**config.mk**
```make
export PLATFORM = sky130hd
export DESIGN_NAME = axis_beam_combiner
export DESIGN_NICKNAME = d
export VERILOG_FILES = /design/src/rtl/axis_beam_combiner.sv
export SDC_FILE = /design/constraint.sdc
export NUM_CORES = 2
export LEC_CHECK = 0
export CORE_AREA = 2 2 523 525
export CTS_CLUSTER_SIZE = 40
export DETAILED_ROUTE_END_ITERATION = 12
export DIE_AREA = 0 0 525 527
export HOLD_SLACK_MARGIN = 0.03
export SKIP_LAST_GASP = 1
export SLEW_MARGIN = 20
export SYNTH_ARGS = -nofsm -noshare
export SYNTH_HDL_FRONTEND = slang
export SYNTH_SLANG_ARGS = --single-unit
```
**constraint.sdc**
```tcl
create_clock -name clock -period 32.6 [get_ports clock]
set_clock_uncertainty 0.2 [all_clocks]
set_input_delay 3.26 -clock clock [delete_from_list [all_inputs] [get_ports clock]]
set_output_delay 3.26 -clock clock [all_outputs]
set_load 0.1 [all_outputs]
```
**src/rtl/axis_beam_combiner.sv**
```systemverilog
// axis_beam_combiner
// Sums NUM_CH complex AXI-Stream channels lane by lane into one complex output
// stream. The per-channel enable mask is only allowed to change on packet
// boundaries. Each sum is rounded, right-shifted and then saturated or wrapped.
// Two register stages: stage 1 holds the wide sums, stage 2 holds the scaled
// output. Throughput is one beat per cycle, with full backpressure.
//
// Ports:
//   clock, reset         rising-edge clock, asynchronous active-high reset
//   s_axis_*             NUM_CH input channels (valid/ready/last per channel,
//                        real/imag data packed channel-major, lane-minor)
//   ch_mask              requested channel enable, applied at packet boundaries
//   m_axis_*             combined output stream (tkeep all ones while valid)
//   tlast_err            sticky flag: enabled channels disagreed on tlast
//   beat_count           output beats transferred since reset (wraps)
module axis_beam_combiner #(
  parameter int NUM_CH       = 4,
  parameter int SAMPLES      = 8,
  parameter int SAMPLE_WIDTH = 16,
  parameter int SHIFT        = 2,
  parameter int SATURATE     = 1
) (
  input  logic                                   clock,
  input  logic                                   reset,
  input  logic [NUM_CH-1:0]                      s_axis_tvalid,
  output logic [NUM_CH-1:0]                      s_axis_tready,
  input  logic [NUM_CH*SAMPLES*SAMPLE_WIDTH-1:0] s_axis_real_tdata,
  input  logic [NUM_CH*SAMPLES*SAMPLE_WIDTH-1:0] s_axis_imag_tdata,
  input  logic [NUM_CH-1:0]                      s_axis_tlast,
  input  logic [NUM_CH-1:0]                      ch_mask,
  output logic [SAMPLES*SAMPLE_WIDTH-1:0]        m_axis_real_tdata,
  output logic [SAMPLES*SAMPLE_WIDTH-1:0]        m_axis_imag_tdata,
  output logic [SAMPLES*SAMPLE_WIDTH/8-1:0]      m_axis_tkeep,
  output logic                                   m_axis_tlast,
  output logic                                   m_axis_tvalid,
  input  logic                                   m_axis_tready,
  output logic                                   tlast_err,
  output logic [31:0]                            beat_count
);

  localparam int DW  = SAMPLES * SAMPLE_WIDTH;
  localparam int KW  = DW / 8;
  localparam int SW  = SAMPLE_WIDTH + $clog2(NUM_CH) + 1;  // adder width, cannot overflow
  localparam int RW  = SW + 1;                              // headroom for the rounding add
  localparam int RND = (1 << SHIFT) >> 1;                   // 2^(SHIFT-1), or 0 when SHIFT=0
  localparam logic signed [RW-1:0] RND_V   = RW'(RND);
  localparam logic signed [RW-1:0] SAT_MAX = {{(RW-SAMPLE_WIDTH+1){1'b0}}, {(SAMPLE_WIDTH-1){1'b1}}};
  localparam logic signed [RW-1:0] SAT_MIN = {{(RW-SAMPLE_WIDTH+1){1'b1}}, {(SAMPLE_WIDTH-1){1'b0}}};

  logic [NUM_CH-1:0]        active_mask;
  logic                     mask_init;     // high until the first post-reset edge loads the mask
  logic                     pipe_en, join_ok, accept;
  logic                     beat_last, last_mismatch;
  logic signed [SW-1:0]     sum_re [SAMPLES];
  logic signed [SW-1:0]     sum_im [SAMPLES];
  logic                     s1_valid, s1_last;
  logic signed [SW-1:0]     s1_re [SAMPLES];
  logic signed [SW-1:0]     s1_im [SAMPLES];

  function automatic logic signed [SW-1:0] sext(input logic [SAMPLE_WIDTH-1:0] x);
    return {{(SW-SAMPLE_WIDTH){x[SAMPLE_WIDTH-1]}}, x};
  endfunction

  // Round half toward +inf, arithmetic shift, then clamp or keep the LSBs.
  function automatic logic [SAMPLE_WIDTH-1:0] scale(input logic signed [SW-1:0] v);
    logic signed [RW-1:0] r;
    logic [SAMPLE_WIDTH-1:0] res;
    r = $signed({v[SW-1], v}) + RND_V;
    r = r >>> SHIFT;
    if (SATURATE != 0) begin
      if (r > SAT_MAX)      res = SAT_MAX[SAMPLE_WIDTH-1:0];
      else if (r < SAT_MIN) res = SAT_MIN[SAMPLE_WIDTH-1:0];
      else                  res = r[SAMPLE_WIDTH-1:0];
    end else begin
      res = r[SAMPLE_WIDTH-1:0];
    end
    return res;
  endfunction

  // Join and handshake. Disabled channels are always ready, so they drain.
  // Ready is held low during the mask-load cycle, so that no beat is drained
  // before the real mask is known.
  always_comb begin : join_logic
    pipe_en       = !m_axis_tvalid || m_axis_tready;
    join_ok       = ((s_axis_tvalid & active_mask) == active_mask);
    accept        = pipe_en && join_ok && (active_mask != '0) && !mask_init && !reset;
    s_axis_tready = '0;
    for (int c = 0; c < NUM_CH; c++) begin
      if (reset || mask_init)  s_axis_tready[c] = 1'b0;
      else if (active_mask[c]) s_axis_tready[c] = accept;
      else                     s_axis_tready[c] = 1'b1;
    end
  end

  // Beat tlast is taken from the lowest enabled channel; the mismatch flags disagreement.
  always_comb begin : tlast_join
    logic found, any_last, all_last;
    found     = 1'b0;
    any_last  = 1'b0;
    all_last  = 1'b1;
    beat_last = 1'b0;
    for (int c = 0; c < NUM_CH; c++) begin
      beat_last = (!found && active_mask[c]) ? s_axis_tlast[c] : beat_last;
      found     = found || active_mask[c];
      any_last  = any_last || (active_mask[c] && s_axis_tlast[c]);
      all_last  = all_last && (!active_mask[c] || s_axis_tlast[c]);
    end
    last_mismatch = any_last && !all_last;
  end

  // Per-lane sum of the sign-extended samples of enabled channels.
  always_comb begin : adder
    logic signed [SW-1:0] acc_re, acc_im;
    for (int i = 0; i < SAMPLES; i++) begin
      acc_re = {SW{1'b0}};
      acc_im = {SW{1'b0}};
      for (int c = 0; c < NUM_CH; c++) begin
        acc_re = acc_re + (active_mask[c] ?
                 sext(s_axis_real_tdata[(c*SAMPLES+i)*SAMPLE_WIDTH +: SAMPLE_WIDTH]) : {SW{1'b0}});
        acc_im = acc_im + (active_mask[c] ?
                 sext(s_axis_imag_tdata[(c*SAMPLES+i)*SAMPLE_WIDTH +: SAMPLE_WIDTH]) : {SW{1'b0}});
      end
      sum_re[i] = acc_re;
      sum_im[i] = acc_im;
    end
  end

  // Control state: packet-boundary mask reload, sticky tlast error, beat counter.
  always_ff @(posedge clock or posedge reset) begin
    if (reset) begin
      active_mask <= '0;
      mask_init   <= 1'b1;
      tlast_err   <= 1'b0;
      beat_count  <= 32'd0;
    end else begin
      if (mask_init) begin
        active_mask <= ch_mask;
        mask_init   <= 1'b0;
      end else if (accept && beat_last) begin
        active_mask <= ch_mask;   // the new mask applies from the next beat
      end
      if (accept && last_mismatch) tlast_err <= 1'b1;
      if (m_axis_tvalid && m_axis_tready) beat_count <= beat_count + 32'd1;
    end
  end

  // Two-stage data pipeline; both stages advance together whenever the output can move.
  always_ff @(posedge clock or posedge reset) begin
    if (reset) begin
      s1_valid          <= 1'b0;
      s1_last           <= 1'b0;
      m_axis_tvalid     <= 1'b0;
      m_axis_tlast      <= 1'b0;
      m_axis_tkeep      <= '0;
      m_axis_real_tdata <= '0;
      m_axis_imag_tdata <= '0;
      for (int i = 0; i < SAMPLES; i++) begin
        s1_re[i] <= '0;
        s1_im[i] <= '0;
      end
    end else if (pipe_en) begin
      s1_valid      <= accept;
      s1_last       <= beat_last;
      m_axis_tvalid <= s1_valid;
      m_axis_tlast  <= s1_valid && s1_last;
      m_axis_tkeep  <= {KW{s1_valid}};
      for (int i = 0; i < SAMPLES; i++) begin
        if (accept) begin
          s1_re[i] <= sum_re[i];
          s1_im[i] <= sum_im[i];
        end
        if (s1_valid) begin
          m_axis_real_tdata[i*SAMPLE_WIDTH +: SAMPLE_WIDTH] <= scale(s1_re[i]);
          m_axis_imag_tdata[i*SAMPLE_WIDTH +: SAMPLE_WIDTH] <= scale(s1_im[i]);
        end
      end
    end
  end

endmodule

```
## After elaboration in Yosys (flattened, before gate mapping)

Cells that the tools add are included.

- Add/sub/neg operators: 65
- Magnitude comparators: 32
- Equal/unequal tests: 1
- Muxes and demuxes: 110
- Bitwise gates (word level): 1
- Reductions and logical operators: 44

Operators by type and width:

| operator | count |
|---|---|
| two-way mux 19 bit | 64 |
| adder 19 bit | 48 |
| two-way mux 16 bit | 32 |
| adder 19 x 3 -> 20 bit, second input constant | 16 |
| > comparator 18 x 16 -> 1 bit, second input constant | 16 |
| < comparator 18 x 16 -> 1 bit, second input constant | 16 |
| adder 32 x 1 -> 32 bit, second input constant | 1 |
| logical AND 1 bit | 19 |
| two-way mux 1 bit | 12 |
| logical OR 1 bit | 11 |
| zero test 1 bit | 10 |
| two-way mux 4 bit | 2 |
| bitwise AND 4 bit | 1 |
| == test 4 bit | 1 |
| AND reduction 2 bit | 2 |
| nonzero test 4 bit | 1 |
| nonzero test 2 bit | 1 |

- Bits in registers: 603
- Input bits: 1,039
- Output and inout bits: 311
- Word-level logic and storage cells: 280

## Logic depth before layout (Yosys ltp)

- Word-level depth: 9
- Depth in mapped cells: 18
- Depth with buffers taken out: 15

## Worst setup path before layout

OpenSTA, ideal clock, no wires.

- Kind: input -> output
- From: input port reset
- To: output port s_axis_tready[0]
- Data arrival time: 5.663 ns
- Data required time: 29.140 ns
- Setup slack: 23.477 ns
- Cell stages on the path: 2
- Buffers on the path: 0
- Cell sequence: or2_2 > o21ai_0

- Cells in the longest elaborated chain, start to end: 4
- Elaborated cells on any way between the ends: 5

Ends and longest elaborated chain:

| element | RTL line | source |
|---|---|---|
| from (decl) | 24 | `input logic reset,` |
| zero test 1 bit (no line) | - |  |
| logical AND 1 bit | 86 | `accept = pipe_en && join_ok && (active_mask != '0) && !mask_init && !reset;` |
| two-way mux 1 bit | 90 | `else if (active_mask[c]) s_axis_tready[c] = accept;` |
| two-way mux 1 bit (*) | 89 | `if (reset \|\| mask_init) s_axis_tready[c] = 1'b0;` |
| to (decl) | 26 | `output logic [NUM_CH-1:0] s_axis_tready,` |

Mark *: on every way between the ends. The rest lies on a longest branch, timed or not.

## Worst setup path after layout

- From: input port s_axis_tvalid[3]
- To: output port s_axis_tready[1]

- Cells in the longest elaborated chain, start to end: 8

Ends and longest elaborated chain:

| element | RTL line | source |
|---|---|---|
| from (decl) | 25 | `input logic [NUM_CH-1:0] s_axis_tvalid,` |
| bitwise AND 4 bit | 85 | `join_ok = ((s_axis_tvalid & active_mask) == active_mask);` |
| == test 4 bit | 85 |  |
| logical AND 1 bit (4 in a row) | 86 |  |
| two-way mux 1 bit | 90 |  |
| two-way mux 1 bit | 89 |  |

Every way passes these cells.

==> impl_metrics.toml <==
[outcome]
status = "complete, no violations"

[floorplan]
io_pins = 1350
die_y_um = 527
core_um2 = 272000
die_area_um2 = 277000
die_width_um = 525
initial_utilization_pct = 21.7
row_count = 192

[cells_and_area]
final_common_cell = "clkdlybuf4s50_1"
final_net_count = 10000
fin_cells = 11900
layout_common_cells = "1295 x clkdlybuf4s50_1, 969 x nand2_1, 943 x inv_1"
fillers = 29200
drive_gt1_share_pct = 3.63
area_growth_pct = 34.2
design_area_um2 = 79000

[critical_path]
cp_slowest_cell = "clkdlybuf4s50_1"
crit_path_start_kind = "input pin"
cp_top_family = "buffers and inverters"
path_class = "input pin to output pin"
cpPeakStageDelay_ps = 1160
cp.required_ps = 29140
crit_fanout = 74
cp.arrival_ps = 6500
regToRegSetupSlack_ps = 26460
cp-startpoint = "s_axis_tvalid[3]"
cp_common_cell = "clkdlybuf4s50_1"
crit_chain = "clkdlybuf4s50_1 > nor2b_1 > a2111oi_2 > nand4_1 > buf_4 > o21ai_0 > clkdlybuf4s50_1"
crit_buf_inv = 3
endpoint_kind = "output pin"
reg2reg_from = "active_mask[2]"

[sta]
slew-limit-headroom_pct = 20.8
hold_ws_ps = 262
rsz0062_at_grt = "no"
finalHoldViolCount = 0
fmax_mhz = 100
final.min_clock_period_ps = 9960
maxSlewViolCount = 0
period_share_pct = 30.5
setup_viol = 0
worst_pin_slew_ps = 1180
worst_slack_ps = 22640
final.setup.tns_ps = 0

[grt]
antenna_found_initial = 87
grt_pass1_wl_mm = 376
gr-total-overflow = 0
first_global_vias = 52800
grt_usage_pct = 18.6
grt_max_degree = 131

[route]
wl_per_cell_um = 22.1
drtIter0Drc = 2766
vias_per_cell = 4.40
dr.pass1.iters = 5
vias = 52300
drc = 0
drtAntennaViolNets = 0
wirelength_mm = 263

[yosys]
synth_edf_count = 0
synth-async-reset-ratio_pct = 100
avgSynthCellArea_um2 = 8.42
ys_warn_count = 0
syn_area_um2 = 58900
yosys.area.top_type_share_pct = 24.9
synth_area_leaders = "dfrtp_1 25%, fa_1 18%, and2_1 7.1%, nand2_1 6.2%, ha_1 6.1%"
synthDistinctLibCells = 92
postSynthCellCount = 6991
synthesis.nets = 8847
synth-seq-cells = 586
synth_top_area_cell = "dfrtp_1"
synthFlopType = "dfrtp_1"
synth.yosys.seq_area_share_pct = 24.9

[clocking]
cts-root-buf = "clkbuf_16"
cts_hold_buf = 0
post-cts-setup-buffers = 0
insertion_delay_ps = 710
clkSlewWorstSetupHoldPaths_ps = 60
cts_max_level = 3
cts.sinks = 586
cts_made_buffers = 79
cts_resized = 0
clockBufferDepth = 3
cts_tree = "built"

[placed_design]
dp_cells = 11700
numPortBuffers = 1349
dp_hpwl_mm = 223
pre_cts_slack_ps = 22440
dpl_cell_area_um2 = 76000
globalplace.congestion = 0.950

[worst_hold_path]
holdCritStartpoint = "tlast_err"
worstHoldPathType = "flop to flop"

[pwr]
p_int_uw = 3000
p_clk_share_pct = 15.2
p_leak_uw = 0.0353
swShare_pct = 54.3
pwr-share-seq_pct = 21.7
combPwrFrac_pct = 63.1
p_sw_uw = 3570
vdd_drop_max_mv = 0.0724
power.density_nw_per_um2 = 83.1

[run]
maxCapViolCount = 0
## final cells by class
type / count / area, um2 / share of cell area (%)
clock inverter: 37 / 751 / 0.950
multi-input combinational: 5168 / 39500 / 49.9
tap: 3589 / 4490 / 5.68
clock buffer: 106 / 2210 / 2.79
sequential: 586 / 14700 / 18.6
timing repair buffer: 1403 / 13800 / 17.4
antenna: 44 / 110 / 0.139
inverter: 944 / 3550 / 4.49
## metrics by stage
| stage | total power [uW] | util [%] |
|---|---|---|
| floorplan | 4270 | - |
| global placement | 5570 | 28.0 |
| detailed placement | 5590 | 28.0 |
| CTS | 6640 | 29.0 |
| global route | 7020 | 29.1 |
| finish | 6560 | 29.1 |
## worst register-to-register path, cell delays in order (launching register included)
cell and delay [ps]:
dfrtp_4 870, buf_4 480, buf_4 640, nand2_1 240, fa_1 530, fa_1 580
inv_1 70, ha_1 270, a21o_1 160, a21o_1 200, a211o_1 330, a21oi_1 650
o21ai_0 310, a41o_1 320, o31ai_1 210
## synth_stat cells, types with 22 or more instances
library cell,instances
xor2_1,226
nand2b_1,39
nand2_1,970
nand3_1,206
fa_1,528
xnor2_1,208
o22a_1,131
inv_1,944
ha_1,289
and4_1,34
nor2b_1,43
a21oi_1,247
dfrtp_1,585
nor3_1,62
clkbuf_1,207
o211ai_1,48
a31oi_1,30
a211oi_1,41
o21ai_0,388
o31ai_1,35
nor2_1,368
o21a_1,80
buf_2,54
and3_1,61
a211o_1,22
nor3b_1,22
and2_1,673
or3_1,30
nand4_1,53
a21o_1,89
## state kept, by name, summed over array words and instances, names as in the netlist, 4 cells and up
| register | cells |
|---|---|
| s1_im | 144 |
| beat_count | 32 |
| m_axis_imag_tdata | 128 |
| active_mask | 4 |
| m_axis_real_tdata | 128 |
| s1_re | 144 |
## path summary, 6_finish.rpt
path / to / cells past startpoint
hold reg to reg: tlast_err / 1
hold / removal: tlast_err / 1
max in group asynchronous: active_mask[1] / 6
setup / recovery: s_axis_tready[1] / 7
setup reg to reg: s1_im[35] / 14
min in group asynchronous: m_axis_real_tdata[108] / 2
## power groups by stage
stage               Combinational, uW  Clock, uW  Sequential [uW]
floorplan                        1800          0             2480
CTS                              4180       1040             1420
finish                           4140       1000             1430
global route                     4490       1060             1480
global placement                 4150          0             1420
detailed placement               4160          0             1430
## cell families (layout without fill, tap and decap cells)
| group | count (synthesis) | after routing | share of synthesized area (%) |
|---|---|---|---|
| AND/OR/NAND/NOR | 2617 | 2617 | 21.9 |
| AO/OA/AOI/OAI | 1284 | 1284 | 14.2 |
| buffers and inverters | 1237 | 2490 | 8.14 |
| adder cells (fa/ha/maj) | 817 | 817 | 24.1 |
| flip-flops | 586 | 586 | 24.9 |
| XOR/XNOR | 434 | 434 | 6.45 |
| multiplexers | 15 | 15 | 0.272 |
| other | 1 | 45 | 0.00637 |
## metal layers
layer / global-route usage (%) / wire length, um / up-vias
li1: - / - / 25100
met1: 22.4 / 108000 / 25200
met2: 31.5 / 124000 / 1611
met3: 5.16 / 19800 / 334
met4: 7.18 / 10700 / 54
met5: 0 / 349 / -
No activity file was read; power rests on OpenSTA's default activity.
